**src/rtl/load_store_unit_if.sv**
```systemverilog
// load_store_unit_if: execute-stage request/response handshake plus the combined_memory port.
interface load_store_unit_if #(
    parameter int WORD_SIZE = 32
);
    logic                 req_valid;
    logic                 req_ready;
    logic                 req_we;
    logic [2:0]           req_funct3;
    logic [WORD_SIZE-1:0] req_addr;
    logic [WORD_SIZE-1:0] req_wdata;
    logic                 resp_valid;
    logic [WORD_SIZE-1:0] resp_rdata;
    logic                 resp_fault;
    logic                 mem_write_en;
    logic [WORD_SIZE-1:0] mem_addr;
    logic [WORD_SIZE-1:0] mem_write_data;
    logic [1:0]           mem_ctrl;
    logic [WORD_SIZE-1:0] mem_data;
    modport slave (
        input  req_valid, req_we, req_funct3, req_addr, req_wdata, mem_data,
        output req_ready, resp_valid, resp_rdata, resp_fault,
               mem_write_en, mem_addr, mem_write_data, mem_ctrl
    );
    modport master (
        output req_valid, req_we, req_funct3, req_addr, req_wdata, mem_data,
        input  req_ready, resp_valid, resp_rdata, resp_fault,
               mem_write_en, mem_addr, mem_write_data, mem_ctrl
    );
endinterface

```
**src/rtl/load_store_unit.sv**
```systemverilog
// load_store_unit: one load/store per transaction into combined_memory, with funct3 decode,
// load extension and fault reporting for illegal or misaligned requests.
module load_store_unit #(
    parameter int WORD_SIZE   = 32,
    parameter bit ALIGN_CHECK = 1'b1
) (
    input logic               clk_i,
    input logic               rst_i,
    load_store_unit_if.slave  bus
);
    typedef enum logic [1:0] {IDLE, ISSUE, RESP} state_t;
    state_t               state_q;
    logic                 we_q;
    logic [2:0]           funct3_q;
    logic                 req_ready_q;
    logic                 resp_valid_q;
    logic                 resp_fault_q;
    logic [WORD_SIZE-1:0] resp_rdata_q;
    logic                 mem_we_q;
    logic [WORD_SIZE-1:0] mem_addr_q;
    logic [WORD_SIZE-1:0] mem_wdata_q;
    logic [1:0]           mem_ctrl_q;
    logic                 legal_d;
    logic                 misaligned_d;
    logic [WORD_SIZE-1:0] rdata_d;

    always_comb begin
        legal_d = bus.req_we ? (bus.req_funct3 inside {3'd0, 3'd1, 3'd2})
                             : (bus.req_funct3 inside {3'd0, 3'd1, 3'd2, 3'd4, 3'd5});
        misaligned_d = ALIGN_CHECK &&
                       ((bus.req_funct3[1:0] == 2'd1 && bus.req_addr[0]) ||
                        (bus.req_funct3[1:0] == 2'd2 && bus.req_addr[1:0] != 2'd0));
        // memory already shifts the addressed byte into lane 0; funct3[2] selects zero-extension
        rdata_d = funct3_q[1:0] == 2'd0 ? {{(WORD_SIZE-8){~funct3_q[2] & bus.mem_data[7]}}, bus.mem_data[7:0]} :
                  funct3_q[1:0] == 2'd1 ? {{(WORD_SIZE-16){~funct3_q[2] & bus.mem_data[15]}}, bus.mem_data[15:0]} :
                  bus.mem_data;
    end

    always_ff @(posedge clk_i) begin
        if (!rst_i) begin
            state_q      <= IDLE;
            we_q         <= 1'b0;
            funct3_q     <= 3'd0;
            req_ready_q  <= 1'b1;
            resp_valid_q <= 1'b0;
            resp_fault_q <= 1'b0;
            resp_rdata_q <= '0;
            mem_we_q     <= 1'b0;
            mem_addr_q   <= '0;
            mem_wdata_q  <= '0;
            mem_ctrl_q   <= 2'd2;
        end else begin
            case (state_q)
                IDLE: if (bus.req_valid && req_ready_q) begin
                    we_q        <= bus.req_we;
                    funct3_q    <= bus.req_funct3;
                    req_ready_q <= 1'b0;
                    if (legal_d && !misaligned_d) begin
                        state_q     <= ISSUE;
                        mem_we_q    <= bus.req_we;
                        mem_addr_q  <= bus.req_addr;
                        mem_wdata_q <= bus.req_we ? bus.req_wdata : '0;
                        mem_ctrl_q  <= bus.req_funct3[1:0];
                    end else begin
                        state_q      <= RESP;
                        resp_valid_q <= 1'b1;
                        resp_fault_q <= 1'b1;
                    end
                end
                ISSUE: begin
                    state_q      <= RESP;
                    resp_valid_q <= 1'b1;
                    resp_rdata_q <= we_q ? '0 : rdata_d;
                    mem_we_q     <= 1'b0;
                    mem_addr_q   <= '0;
                    mem_wdata_q  <= '0;
                    mem_ctrl_q   <= 2'd2;
                end
                RESP: begin
                    state_q      <= IDLE;
                    req_ready_q  <= 1'b1;
                    resp_valid_q <= 1'b0;
                    resp_fault_q <= 1'b0;
                    resp_rdata_q <= '0;
                end
                default: state_q <= IDLE;
            endcase
        end
    end

    // rst gates the write strobe so a reset during ISSUE cannot commit the store
    assign bus.mem_write_en   = mem_we_q & rst_i;
    assign bus.req_ready      = req_ready_q;
    assign bus.resp_valid     = resp_valid_q;
    assign bus.resp_rdata     = resp_rdata_q;
    assign bus.resp_fault     = resp_fault_q;
    assign bus.mem_addr       = mem_addr_q;
    assign bus.mem_write_data = mem_wdata_q;
    assign bus.mem_ctrl       = mem_ctrl_q;
endmodule
```
**src/flat_wrapper.sv**
```systemverilog
// flat-port wrapper written by rule: the top's interface ports become plain ports
module load_store_unit_flat 
#(
    parameter int WORD_SIZE   = 32,
    parameter bit ALIGN_CHECK = 1'b1
)
  (clk_i, rst_i, bus_req_valid, bus_req_we, bus_req_funct3, bus_req_addr, bus_req_wdata, bus_mem_data, bus_req_ready, bus_resp_valid, bus_resp_rdata, bus_resp_fault, bus_mem_write_en, bus_mem_addr, bus_mem_write_data, bus_mem_ctrl);
  load_store_unit_if #(.WORD_SIZE(WORD_SIZE)) bus_i ();
  input logic clk_i;
  input logic rst_i;
  input wire logic [$bits(bus_i.req_valid)-1:0] bus_req_valid;
  input wire logic [$bits(bus_i.req_we)-1:0] bus_req_we;
  input wire logic [$bits(bus_i.req_funct3)-1:0] bus_req_funct3;
  input wire logic [$bits(bus_i.req_addr)-1:0] bus_req_addr;
  input wire logic [$bits(bus_i.req_wdata)-1:0] bus_req_wdata;
  input wire logic [$bits(bus_i.mem_data)-1:0] bus_mem_data;
  output wire logic [$bits(bus_i.req_ready)-1:0] bus_req_ready;
  output wire logic [$bits(bus_i.resp_valid)-1:0] bus_resp_valid;
  output wire logic [$bits(bus_i.resp_rdata)-1:0] bus_resp_rdata;
  output wire logic [$bits(bus_i.resp_fault)-1:0] bus_resp_fault;
  output wire logic [$bits(bus_i.mem_write_en)-1:0] bus_mem_write_en;
  output wire logic [$bits(bus_i.mem_addr)-1:0] bus_mem_addr;
  output wire logic [$bits(bus_i.mem_write_data)-1:0] bus_mem_write_data;
  output wire logic [$bits(bus_i.mem_ctrl)-1:0] bus_mem_ctrl;
  assign bus_i.req_valid = bus_req_valid;
  assign bus_i.req_we = bus_req_we;
  assign bus_i.req_funct3 = bus_req_funct3;
  assign bus_i.req_addr = bus_req_addr;
  assign bus_i.req_wdata = bus_req_wdata;
  assign bus_i.mem_data = bus_mem_data;
  assign bus_req_ready = bus_i.req_ready;
  assign bus_resp_valid = bus_i.resp_valid;
  assign bus_resp_rdata = bus_i.resp_rdata;
  assign bus_resp_fault = bus_i.resp_fault;
  assign bus_mem_write_en = bus_i.mem_write_en;
  assign bus_mem_addr = bus_i.mem_addr;
  assign bus_mem_write_data = bus_i.mem_write_data;
  assign bus_mem_ctrl = bus_i.mem_ctrl;
  load_store_unit #(.WORD_SIZE(WORD_SIZE), .ALIGN_CHECK(ALIGN_CHECK)) u_core (.clk_i(clk_i), .rst_i(rst_i), .bus(bus_i));
endmodule
```
**config.mk**
```make
export PLATFORM = sky130hd
export DESIGN_NAME = load_store_unit_flat
export DESIGN_NICKNAME = d
export VERILOG_FILES = /design/src/rtl/load_store_unit_if.sv /design/src/rtl/load_store_unit.sv /design/src/flat_wrapper.sv
export SDC_FILE = /design/constraint.sdc
export NUM_CORES = 1
export LEC_CHECK = 0
export CAP_MARGIN = 25
export CELL_PAD_IN_SITES_DETAIL_PLACEMENT = 1
export CELL_PAD_IN_SITES_GLOBAL_PLACEMENT = 2
export CORE_MARGIN = 3
export CORE_UTILIZATION = 36
export CTS_CLUSTER_SIZE = 40
export DETAILED_ROUTE_END_ITERATION = 10
export DONT_BUFFER_PORTS = 1
export GPL_TIMING_DRIVEN = 0
export PLACE_DENSITY = 0.94
export RECOVER_POWER = 25
export SETUP_SLACK_MARGIN = 0.1
export SKIP_CTS_REPAIR_TIMING = 1
export SYNTH_ARGS = -nofsm -noshare
export SYNTH_HDL_FRONTEND = slang
export SYNTH_SLANG_ARGS = --single-unit
```
**constraint.sdc**
```tcl
create_clock -name clk_i -period 2.9 [get_ports clk_i]
set_clock_uncertainty 0.05 [all_clocks]
set_input_delay 0.145 -clock clk_i [delete_from_list [all_inputs] [get_ports clk_i]]
set_output_delay 0.145 -clock clk_i [all_outputs]
set_load 0.02 [all_outputs]
```
==> impl_metrics.json, run 1 <==
{
  "outcome": "finished with violations",
  "violations": "hold timing",
  "synth_seq_cells": 108,
  "gr-total-overflow": 0,
  "start_util_pct": 37.4,
  "grt_max_degree": 16,
  "syn_avg_cell_area_um2": 8.37,
  "cp-start-kind": "register",
  "rows": 38,
  "fin_util_pct": 50.4,
  "gp_congestion": 0.755,
  "period_share_pct": 81.7,
  "wl_per_cell_um": 19.6,
  "pin_count": 205,
  "cp_cell_sequence": "inv_1 -> ha_1 -> nor3b_4 -> o211ai_2 -> clkbuf_1 -> o21ai_0",
  "hold_slack_ps": -6.45,
  "regToRegEndpoint": "u_core.bus.resp_rdata[26]",
  "vias": 3972,
  "synth_area_leaders": "dfxtp_1, nand3_1, nand2_1",
  "slew_violations": 0,
  "rr_startpoint": "u_core.state_q[0]",
  "switchingPower_mw": 1.06,
  "cts_buffers": 9,
  "r2r_setup_slack_ps": 530,
  "ys_seq_area_share_pct": 52.4,
  "drive_gt1_share_pct": 5.29,
  "nets": 708,
  "p_seq_share_pct": 51.0,
  "cp.required_ps": 3120,
  "rr_worst_depth": 6,
  "crit_arrival_ps": 2580,
  "viasPerCell": 5.32,
  "synth_top_area_share_pct": 52.4,
  "drt_first_pass_iters": 4,
  "setup_viol": 0,
  "clk_pin_slew_ps": 70,
  "switching_share_pct": 29.6,
  "synthCells": 493,
  "critPathMaxStageDelay_ps": 530,
  "syn-cell-area_um2": 4120,
  "powerDensity_nw_per_um2": 644,
  "syn_nets": 600,
  "finalCriticalPeriod_ps": 2370,
  "startpoint": "u_core.state_q[0]",
  "power_frac_comb_pct": 15.6,
  "grtUsageTotal_pct": 18.6,
  "clkPwrFrac_pct": 33.4,
  "endpoint_kind": "register",
  "wirelength_um": 14700,
  "drv_cap": 0,
  "cts.path.max_buffers": 2,
  "worstSetupPathType": "reg -> reg",
  "path_max_fanout": 10,
  "hp-class": "in -> reg",
  "rsz0062_at_grt": "no",
  "ctsRootBufferMaster": "clkbuf_16",
  "crit_slowest_cell": "nor3b_4",
  "worstMarginPinSlew_ps": 601,
  "yosysTopAreaCell": "dfxtp_1",
  "port_buffers": 0,
  "drtIter0Drc": 205,
  "hold_viol": 1,
  "dieArea_um2": 12800,
  "fmax_mhz": 422,
  "die_h_um": 113,
  "grt_pass1_vias": 3661,
  "fin_tns_setup_ps": 0,
  "synth.distinct_cells": 33,
  "syn_to_final_growth_pct": 34.9,
  "grt_first_pass_wirelength_um": 19000,
  "clock_latency_ps": 340,
  "core_um2": 11000,
  "p_int_mw": 2.52,
  "clock_sinks": 108,
  "synth_warnings": 0,
  "hpwl_um": 9310,
  "cts_tree": "done",
  "ant_nets": 0,
  "htree_levels": 3,
  "cp-endpoint": "u_core.bus.resp_rdata[26]",
  "die_w_um": 113,
  "antenna_found_initial": 1,
  "power_leakage_nw": 2.06,
  "vdd_drop_max_uv": 350,
  "drc": 0,
  "maxSlewHeadroom_pct": 59.6
}
cells in the final DEF (no fill, tap or decap), drive strengths merged:
master         n
dfxtp        108
dlygate4sd3   97
o21ai         92
nand2         86
nand3         66
clkbuf        32
nor2b         23
a21oi         19
buf           19
nor2          17
nand2b        10
mux2i          5
inv            5
and2b          4
ha             4
a211oi         3
and2           3
nor4           2
a21boi         2
diode          1
a221oi         1
and3           1
nor3b          1
o211ai         1
a31oi          1
a41o           1
o22ai          1
clkinv         1
stage by stage:
| stage | worst slack [ps] | std cells | hold slack [ps] | power (mW) | instance area, um^2 |
|---|---|---|---|---|---|
| 2_1_floorplan | 1120 | 493 | 157 | 2.16 | 4120 |
| 3_3_place_gp | 700 | 633 | 161 | 2.26 | 4300 |
| 3_5_place_dp | 511 | 633 | 165 | 2.30 | 4300 |
| 4_1_cts | 499 | 648 | -198 | 3.49 | 4590 |
| 5_1_grt | 247 | 746 | 6.04 | 3.75 | 5560 |
| 6_report | 531 | 746 | -6.45 | 3.58 | 5560 |
cell type report:
class                           instances  area, um^2
Tap cell                              140         175
Fill cell                            1302        5470
Sequential cell                       108        2160
Buffer                                 37         189
Clock buffer                           14         284
Timing Repair Buffer                   97         971
Multi-Input combinational cell        343        1750
Clock inverter                          1        5.00
Inverter                                5        18.8
Antenna cell                            1        2.50
critical path, delay by kind of cell (launching register included):
family          cells  cell delay, ps
buf+inv             2             350
flops               1             380
fa+ha+maj           1             490
simple gates        1             530
compound gates      2             500
flip-flops by register name, summed over array words and instances (netlist names):
| name | count |
|---|---|
| u_core.mem_we_q | 1 |
| u_core.state_q | 2 |
| u_core.bus.mem_write_data | 32 |
| u_core.bus.mem_ctrl | 2 |
| u_core.bus.resp_rdata | 32 |
| u_core.bus.mem_addr | 32 |
| u_core.funct3_q | 3 |
| u_core.bus.resp_fault | 1 |
| u_core.bus.resp_valid | 1 |
| u_core.bus.req_ready | 1 |
| u_core.we_q | 1 |
layer usage:
layer  track usage (%)  part of all wire (%)  vias up
li1                  -                     -     1883
met1              21.3                    38     1906
met2              32.3                    53      153
met3              6.31                   6.6       30
met4              6.73                   2.5        0
met5                 0                     0        -
logic make-up after synthesis:
group | after synthesis | share of synthesized area [%]
adders and majority gates | 4 | 1.21
buffers and inverters | 42 | 5.04
and+or+nand+nor | 213 | 24.5
DFF | 108 | 52.4
AOI/OAI and AO/OA | 121 | 15.6
muxes | 5 | 1.21
synthesized netlist by cell type:
library cell	number
and2_0	1
nor4_1	2
nand3_1	66
o21ai_1	50
inv_2	1
buf_4	1
a41o_1	1
buf_2	7
o211ai_2	1
buf_1	6
nand2b_1	10
o21ai_2	1
a21boi_0	1
buf_6	5
a221oi_1	1
a31oi_1	1
and3_1	1
inv_1	4
ha_1	4
a211oi_1	3
and2b_1	4
mux2i_1	5
o22ai_1	1
nor2b_1	23
a21boi_2	1
nand2_1	86
nor3b_4	1
nor2_1	17
a21oi_1	19
dfxtp_1	108
o21ai_0	41
and2_1	2
clkbuf_1	18
power by group through the flow:
stage	clock network [mW]	registers, mW	logic, mW
global route	1.29	1.84	0.626
global placement	0	1.85	0.410
CTS	1.22	1.83	0.440
detailed placement	0	1.86	0.437
floorplan	0	1.82	0.332
finish	1.20	1.83	0.558
how the worst min path moves through the flow:
stage                                start                        end  slack, ps  cells past startpoint
final                     bus_mem_data[14]  u_core.bus.resp_rdata[14]         -6                      2
after global routing      bus_mem_data[10]  u_core.bus.resp_rdata[10]          6                      2
after CTS                            rst_i       u_core.bus.req_ready       -200                      1
after detailed placement             rst_i       u_core.bus.req_ready        170                      1
after global placement               rst_i       u_core.bus.req_ready        160                      1
after floorplan                      rst_i       u_core.bus.req_ready        160                      1
(Power assumes the default switching activity.)
==> run 2, diff against run 1 <==
- CORE_UTILIZATION: 36 -> 30
- PLACE_DENSITY: 0.94 -> 0.85
- clock period: 2.9 -> 1.9 ns (I/O delays scaled with it)
==> run 2 against run 1 <==
The flow now finishes without violations; clock power grew 58%; worst setup slack lost 430 ps; die area grew 19%; combinational power grew 79%; register-to-register slack lost 430 ps; clock-buffer cell count shrank 5; critical endpoint is now u_core.bus.resp_rdata[14].
==> impl_metrics.json, run 2 (synthesis results as in run 1) <==
{
  "port_buffers": 0,
  "crit_arrival_ps": 2030,
  "r2r_setup_slack_ps": 110,
  "setup_viol": 0,
  "die_w_um": 123,
  "drive_gt1_share_pct": 11.3,
  "rows": 42,
  "gp_congestion": 0.790,
  "drt_first_pass_iters": 5,
  "gr-total-overflow": 0,
  "drv_cap": 0,
  "grt_pass1_vias": 3719,
  "hold_slack_ps": 103,
  "rr_worst_depth": 6,
  "finalWorstSetupSlack_ps": 105,
  "grt_max_degree": 19,
  "outcome": "complete, no violations",
  "rr_startpoint": "u_core.state_q[1]",
  "holdPathEnd": "u_core.bus.resp_rdata[8]",
  "diodes": 0,
  "maxSlewHeadroom_pct": 46.9,
  "vias": 4039,
  "worstHoldPathCells": 4,
  "hold_viol": 0,
  "path_max_fanout": 8,
  "rsz0062_at_grt": "yes",
  "clock_sinks": 108,
  "slew_violations": 0,
  "cp.required_ps": 2130,
  "cts_buffers": 9,
  "critPathMaxStageDelay_ps": 360,
  "period_share_pct": 94.5,
  "vdd_drop_max_uv": 431,
  "fin_tns_setup_ps": 0,
  "fin_util_pct": 44.1,
  "mostFrequentLayoutCells": "dfxtp_1, dlygate4sd3_1, nand2_1",
  "endpoint_kind": "register",
  "nets": 721,
  "cp-start-kind": "register",
  "fmax_mhz": 557,
  "final_common_cell": "dfxtp_1",
  "drtIter0Drc": 168,
  "crit_slowest_cell": "dfxtp_2",
  "worstSetupPathType": "reg -> reg",
  "syn_to_final_growth_pct": 42.9,
  "hp-start": "bus_mem_data[7]",
  "cts.path.max_buffers": 2,
  "hpwl_um": 10000,
  "worstSetupPathDepth": 6,
  "powerDensity_nw_per_um2": 965,
  "regToRegEndpoint": "u_core.bus.resp_rdata[14]",
  "grtUsageTotal_pct": 16.4,
  "crit_family": "compound AO/OA/AOI/OAI gates",
  "wirelength_um": 15300,
  "worst-path-buf-inv": 1,
  "cts_tree": "done",
  "core_um2": 13300,
  "wl_per_cell_um": 19.2,
  "start_util_pct": 30.9,
  "htree_levels": 3,
  "power_leakage_nw": 2.19,
  "grt_first_pass_wirelength_um": 19300,
  "finalCriticalPeriod_ps": 1790,
  "antenna_found_initial": 0,
  "die_h_um": 123,
  "ant_nets": 0,
  "cp_cell_sequence": "inv_2 -> ha_4 -> nor3b_4 -> a21boi_4 -> o21ai_0 -> a21oi_1",
  "pre_cts_ws_ps": -524,
  "dieArea_um2": 15200,
  "hp-class": "in -> reg",
  "ctsRootBufferMaster": "clkbuf_16",
  "drc": 0,
  "pin_count": 205,
  "clk_pin_slew_ps": 70,
  "clock_latency_ps": 350,
  "viasPerCell": 5.08,
  "worstMarginPinSlew_ps": 789
}
-- run 2: changes by cell type in the layout (fill, tap and decap cells not counted), sizes merged --
cell | previous run | this run
buf | 19 | 25
bufinv | 0 | 1
inv | 5 | 6
clkinvlp | 0 | 3
dlygate4sd3 | 97 | 102
clkbuf | 32 | 29
diode | 1 | 0
clkinv | 1 | 2
-- run 2: how the worst max path moves through the flow --
stage                                 start                        end
after detailed placement  u_core.state_q[0]  u_core.bus.resp_rdata[24]
after CTS                 u_core.state_q[0]  u_core.bus.resp_rdata[24]
after global placement    u_core.state_q[0]  u_core.bus.resp_rdata[29]
after global routing      u_core.state_q[0]      u_core.bus.resp_fault
after floorplan           u_core.state_q[0]  u_core.bus.resp_rdata[10]
final                     u_core.state_q[1]  u_core.bus.resp_rdata[14]
-- run 2: area by class of cell --
class | instances | area [um^2]
Timing Repair Buffer | 110 | 1090
Tap cell | 176 | 220
Clock buffer | 9 | 225
Sequential cell | 108 | 2170
Fill cell | 1556 | 7460
Buffer | 37 | 284
Clock inverter | 7 | 75.1
Multi-Input combinational cell | 343 | 1810
Inverter | 5 | 18.8
-- run 2: report_power, final --
part | internal [mW] | switching (mW) | leakage, nW
logic | 0.481 | 0.521 | 1.18
clock network | 1.03 | 0.870 | 0.138
registers | 2.45 | 0.340 | 0.878
total | 3.95 | 1.73 | 2.19
-- run 2: through the flow --
stage	cell area (um^2)	cells	power [mW]
after CTS	4640	685	5.43
after global placement	4340	669	3.47
final	5890	795	5.68
after detailed placement	4340	669	3.52
after floorplan	4120	493	3.29
after global routing	5890	795	5.95
-- run 2: per-layer routing --
layer | up-vias | track usage (%) | routed length [um]
met4 | 0 | 6.02 | 308
met5 | - | 0 | 0
met3 | 25 | 6.82 | 1200
met2 | 154 | 29.3 | 8030
met1 | 1945 | 17.2 | 5720
li1 | 1915 | - | -
-- run 2: tightest hold or removal path, delay by kind of cell --
family	cells	cell delay [ps]
compound gates	3	260
simple gates	1	100
